### src/rtl/cordic_cos_fx.sv
// Iterative CORDIC cosine, signed Q2.22 in/out, start/done with clock enable.
// Define CORDIC_SIN_EN to also register sin(angle) on result_sin.
module cordic_cos_fx #(
   parameter int ITER  = 22,
   parameter int GUARD = 2
) (
   input  logic        clk,
   input  logic        reset_n,
   input  logic        clk_en,
   input  logic        start,
   input  logic [23:0] angle,
   output logic        busy,
   output logic        done,
   output logic [23:0] result
`ifdef CORDIC_SIN_EN
   ,
   output logic [23:0] result_sin
`endif
);

   localparam int W   = 24 + GUARD;
   localparam int IW  = $clog2(ITER);
   localparam int RND = 1 << (GUARD - 1);
   localparam logic [IW-1:0] LAST = IW'(ITER - 1);
   localparam logic signed [23:0] A_MAX = 24'sh400000;
   localparam logic signed [23:0] A_MIN = 24'shC00000;
   localparam logic signed [W-1:0] K_INIT = {24'h26DD3B, {GUARD{1'b0}}};

   typedef enum logic [1:0] {
      S_IDLE = 2'd0,
      S_RUN  = 2'd1,
      S_DONE = 2'd2
   } state_t;

   typedef logic [ITER-1:0][W-1:0] lut_t;

   // atan(2^-n) via its power series at 2^60 scale, then rounded to 22+GUARD bits
   function automatic logic [W-1:0] atan_entry(input int n);
      logic [63:0] acc;
      logic [63:0] t;
      int          e;
      acc = 64'd0;
      if (n == 0) begin
         acc = 64'h0C90FDAA22168C23;
      end else begin
         for (int k = 0; k < 32; k++) begin
            e = n * (2 * k + 1);
            if (e <= 60) begin
               t = (64'd1 << (60 - e)) / 64'(2 * k + 1);
               if (k % 2 == 1) acc = acc - t;
               else            acc = acc + t;
            end
         end
      end
      return W'((acc + (64'd1 << (37 - GUARD))) >> (38 - GUARD));
   endfunction

   function automatic lut_t build_lut();
      lut_t l;
      for (int n = 0; n < ITER; n++) l[n] = atan_entry(n);
      return l;
   endfunction

   localparam lut_t ATAN_LUT = build_lut();

   function automatic logic [23:0] sat_rnd(input logic signed [W-1:0] v);
      logic signed [W:0] s;
      s = ($signed({v[W-1], v}) + (W+1)'(RND)) >>> GUARD;
      if (!s[W] && (|s[W-1:23])) return 24'h7FFFFF;
      if (s[W] && !(&s[W-1:23])) return 24'h800000;
      return s[23:0];
   endfunction

   state_t                r_state;
   state_t                w_state_nxt;
   logic signed [W-1:0]   r_x;
   logic signed [W-1:0]   r_y;
   logic signed [W-1:0]   r_z;
   logic [IW-1:0]         r_i;
   logic                  r_done;
   logic [23:0]           r_result;
   logic signed [23:0]    w_clamp;
   logic signed [W-1:0]   w_xs;
   logic signed [W-1:0]   w_ys;
   logic signed [W-1:0]   w_atan;
   logic                  w_neg;
`ifdef CORDIC_SIN_EN
   logic [23:0]           r_sin;
`endif

   always_ff @(posedge clk or negedge reset_n) begin
      if (!reset_n)    r_state <= S_IDLE;
      else if (clk_en) r_state <= w_state_nxt;
   end

   always_comb begin
      w_state_nxt = r_state;
      unique case (r_state)
         S_IDLE:  if (start) w_state_nxt = S_RUN;
         S_RUN:   if (r_i == LAST) w_state_nxt = S_DONE;
         S_DONE:  w_state_nxt = S_IDLE;
         default: w_state_nxt = S_IDLE;
      endcase
   end

   always_comb begin
      busy = (r_state == S_RUN);
   end

   always_comb begin
      w_clamp = $signed(angle);
      if ($signed(angle) > A_MAX)      w_clamp = A_MAX;
      else if ($signed(angle) < A_MIN) w_clamp = A_MIN;
   end

   assign w_xs   = r_x >>> r_i;
   assign w_ys   = r_y >>> r_i;
   assign w_atan = $signed(ATAN_LUT[r_i]);
   assign w_neg  = r_z[W-1];

   always_ff @(posedge clk or negedge reset_n) begin
      if (!reset_n) begin
         r_x      <= '0;
         r_y      <= '0;
         r_z      <= '0;
         r_i      <= '0;
         r_done   <= 1'b0;
         r_result <= '0;
`ifdef CORDIC_SIN_EN
         r_sin    <= '0;
`endif
      end else if (clk_en) begin
         r_done <= 1'b0;
         unique case (r_state)
            S_IDLE: begin
               if (start) begin
                  r_x <= K_INIT;
                  r_y <= '0;
                  r_z <= {w_clamp, {GUARD{1'b0}}};
                  r_i <= '0;
               end
            end
            S_RUN: begin
               r_x <= w_neg ? r_x + w_ys : r_x - w_ys;
               r_y <= w_neg ? r_y - w_xs : r_y + w_xs;
               r_z <= w_neg ? r_z + w_atan : r_z - w_atan;
               r_i <= r_i + IW'(1);
            end
            S_DONE: begin
               r_result <= sat_rnd(r_x);
               r_done   <= 1'b1;
`ifdef CORDIC_SIN_EN
               r_sin    <= sat_rnd(r_y);
`endif
            end
            default: ;
         endcase
      end
   end

   assign done   = r_done;
   assign result = r_result;
`ifdef CORDIC_SIN_EN
   assign result_sin = r_sin;
`endif

endmodule

### config.mk
export PLATFORM = sky130hd
export DESIGN_NAME = cordic_cos_fx
export DESIGN_NICKNAME = d
export VERILOG_FILES = /design/src/rtl/cordic_cos_fx.sv
export SDC_FILE = /design/constraint.sdc
export NUM_CORES = 1
export LEC_CHECK = 0
export ABC_AREA = 1
export BUFFER_PORTS_ARGS = -buffer_cell sky130_fd_sc_hd__buf_4
export CAP_MARGIN = 30
export CORE_AREA = 2 2 126 250
export CTS_BUF_LIST = sky130_fd_sc_hd__clkbuf_8 sky130_fd_sc_hd__clkbuf_16
export DETAILED_ROUTE_END_ITERATION = 8
export DIE_AREA = 0 0 128 252
export HOLD_SLACK_MARGIN = 0.12
export PLACE_DENSITY = 0.69
export REMOVE_ABC_BUFFERS = 1
export SYNTH_ARGS = -nofsm -noshare
export SYNTH_HDL_FRONTEND = slang
export SYNTH_SLANG_ARGS = --single-unit
### constraint.sdc
create_clock -name clk -period 8.1 [get_ports clk]
set_input_delay 1.62 -clock clk [delete_from_list [all_inputs] [get_ports clk]]
set_output_delay 1.62 -clock clk [all_outputs]
set_load 0.02 [all_outputs]
==> impl_metrics.json <==
{
  "crit_start": "r_i[0]",
  "drive_gt1_frac": 0.0641,
  "seq_area_frac_synth": 0.204,
  "path_max_fanout": 64,
  "max-cap-violations": 0,
  "grt_usage": 0.314,
  "htreeDepth": 3,
  "post-dp-hpwl_um": 39200,
  "fin_crit_ns": 5.52,
  "cts.clk_slew.worst_paths_ns": 0.09,
  "slew_headroom": 0.380,
  "worst_pin_slew_ns": 0.930,
  "r2r_cells": 22,
  "yosysMostFrequentCell": "nand2_1",
  "grt_max_degree": 65,
  "rsz0062_at_grt": "no",
  "synth_top_area_cell": "dfrtp_1",
  "ios": 54,
  "worstHoldPathCells": 2,
  "overflow": 0,
  "cts_resized": 0,
  "crit_required_ns": 8.41,
  "hold_violations": 0,
  "initial_utilization": 0.447,
  "drt-pass1-iter-count": 6,
  "crit_path_end_kind": "flop",
  "routed_wl_um": 50200,
  "clock_latency_ns": 0.40,
  "antenna_found_initial": 0,
  "grt_pass1_wl_um": 78200,
  "start_kind": "flop",
  "r2r_end": "r_z[25]",
  "slew_viol_final": 0,
  "min_period_over_period": 0.681,
  "area_growth_pct": 6.32,
  "clock_path_buffers": 2,
  "cts-buffers-inserted": 9,
  "r2r-start": "r_i[0]",
  "finalSetupTns_ns": 0,
  "cts_hold_buf": 0,
  "synth_cells": 2206,
  "synth_commonest_cells": "nand2_1, nand3_1, inv_1, nor2_1, a21oi_1",
  "drc": 0,
  "synth.area.top_cells": "dfrtp_1, nand2_1, nand3_1",
  "cp.arrival_ns": 5.83,
  "portBuffers": 53,
  "synth_edf_count": 0,
  "die_h_um": 252,
  "setup_violations": 0,
  "dieArea_um2": 32300,
  "holdCritPathClass": "flop to flop",
  "rows": 90,
  "tritoncts": "yes",
  "synth_area_um2": 13500,
  "fmax_ghz": 0.181,
  "drt-initial-drc-count": 1069,
  "numClockSinks": 110,
  "grt_pass1_vias": 14700,
  "crit_type": "flop to flop",
  "drtAntennaViolNets": 0,
  "die_w_um": 128,
  "skew_ns": 0.0186,
  "status": "completed",
  "critPathCapture": "r_z[25]",
  "cts_setup_buffers": 0,
  "ys_types": 60,
  "root_buffer": "clkbuf_16",
  "core_um2": 30200,
  "viasPerCell": 5.82,
  "yosys_warnings": 0,
  "synth_ff_type": "dfrtp_1",
  "gp_congestion": 1.02,
  "fin_nets": 2318,
  "via_count": 14900,
  "diodes": 0,
  "synth_top_area_share": 0.204,
  "synth_area_per_cell_um2": 6.11,
  "ys_seq_elements": 110,
  "reg2reg_slack_ns": 2.58,
  "wl_per_cell_um": 19.5,
  "ys_async_sr_fraction": 1.00
}
==> critical path, stage by stage, from the launching register on <==
cell	delay (ns)
dfrtp_2	0.35
buf_4	0.55
inv_4	0.42
ha_1	0.41
inv_1	0.09
nor2_1	0.16
nor2_1	0.10
o31ai_2	0.11
ha_1	0.35
nand3_1	0.16
nor3_1	0.28
nand3_1	0.21
o21ai_0	0.24
xor2_1	0.23
ha_1	0.33
a21oi_1	0.26
o21ai_0	0.15
a21oi_1	0.15
nand3_1	0.20
a211oi_1	0.34
xnor2_1	0.16
nand2_1	0.08
a22oi_2	0.12
==> per-stage QoR <==
stage	hold slack [ns]	cells	util	area (µm²)	setup slack (ns)
after CTS	0.515	2568	0.475	14300	2.57
after detailed placement	0.495	2552	0.465	14000	2.60
after global placement	0.477	2551	0.464	14000	2.65
final	0.510	2568	0.475	14300	2.58
after floorplan	0.455	2115	-	13000	2.99
after global routing	0.527	2568	0.475	14300	2.09
==> final cells by class <==
| type | instances | area (µm²) |
|---|---|---|
| Sequential cell | 110 | 2750 |
| Timing Repair Buffer | 69 | 538 |
| Multi-Input combinational cell | 1807 | 9540 |
| Inverter | 198 | 751 |
| Clock buffer | 9 | 225 |
| Clock inverter | 7 | 77.6 |
| Tap cell | 368 | 460 |
| Fill cell | 3168 | 15800 |
==> layout by cell type (no fill, tap or decap), types with 25 or more instances in the layout <==
cell,Yosys,routed
nand2_1,668,667
nand3_1,262,262
inv_1,187,186
nor2_1,187,186
a21oi_1,162,162
o21ai_0,112,112
dfrtp_1,110,109
ha_1,92,92
buf_4,8,68
xor2_1,59,59
xnor2_1,30,30
a31oi_1,25,25
==> sequential cells by signal (all words and copies together), names as in the netlist <==
| signal | cells |
|---|---|
| r_y | 26 |
| r_z | 26 |
| r_i | 5 |
| r_state | 2 |
| result | 24 |
| done | 1 |
| r_x | 26 |
==> logic make-up after synthesis <==
logic type / share of synthesized area
AO/OA/AOI/OAI: 0.182
XOR/XNOR: 0.0578
adder cells (fa/ha/maj): 0.0898
buffers and inverters: 0.0898
flip-flops: 0.204
AND/OR/NAND/NOR: 0.377
==> metal layers <==
| layer | vias to the layer above | routed length [µm] | GRT usage |
|---|---|---|---|
| met3 | 204 | 1760 | 0.0299 |
| met4 | 0 | 4570 | 0.254 |
| met2 | 494 | 26000 | 0.579 |
| li1 | 7366 | - | - |
| met5 | - | 0 | 0 |
| met1 | 6876 | 17900 | 0.312 |
==> worst min-delay path by stage <==
| stage | start | endpoint | slack, ns |
|---|---|---|---|
| 2_1_floorplan | r_z[5] | r_z[5] | 0.46 |
| 4_1_cts | r_z[7] | r_z[7] | 0.51 |
| 3_5_place_dp | result[23] | result[23] | 0.50 |
| 3_3_place_gp | done | done | 0.48 |
| 6_report | done | done | 0.51 |
| 5_1_grt | r_z[7] | r_z[7] | 0.53 |
Power is left out: the tool's default activity adds up to more than one toggle a clock period on the data nets, which glitch-free logic cannot reach.
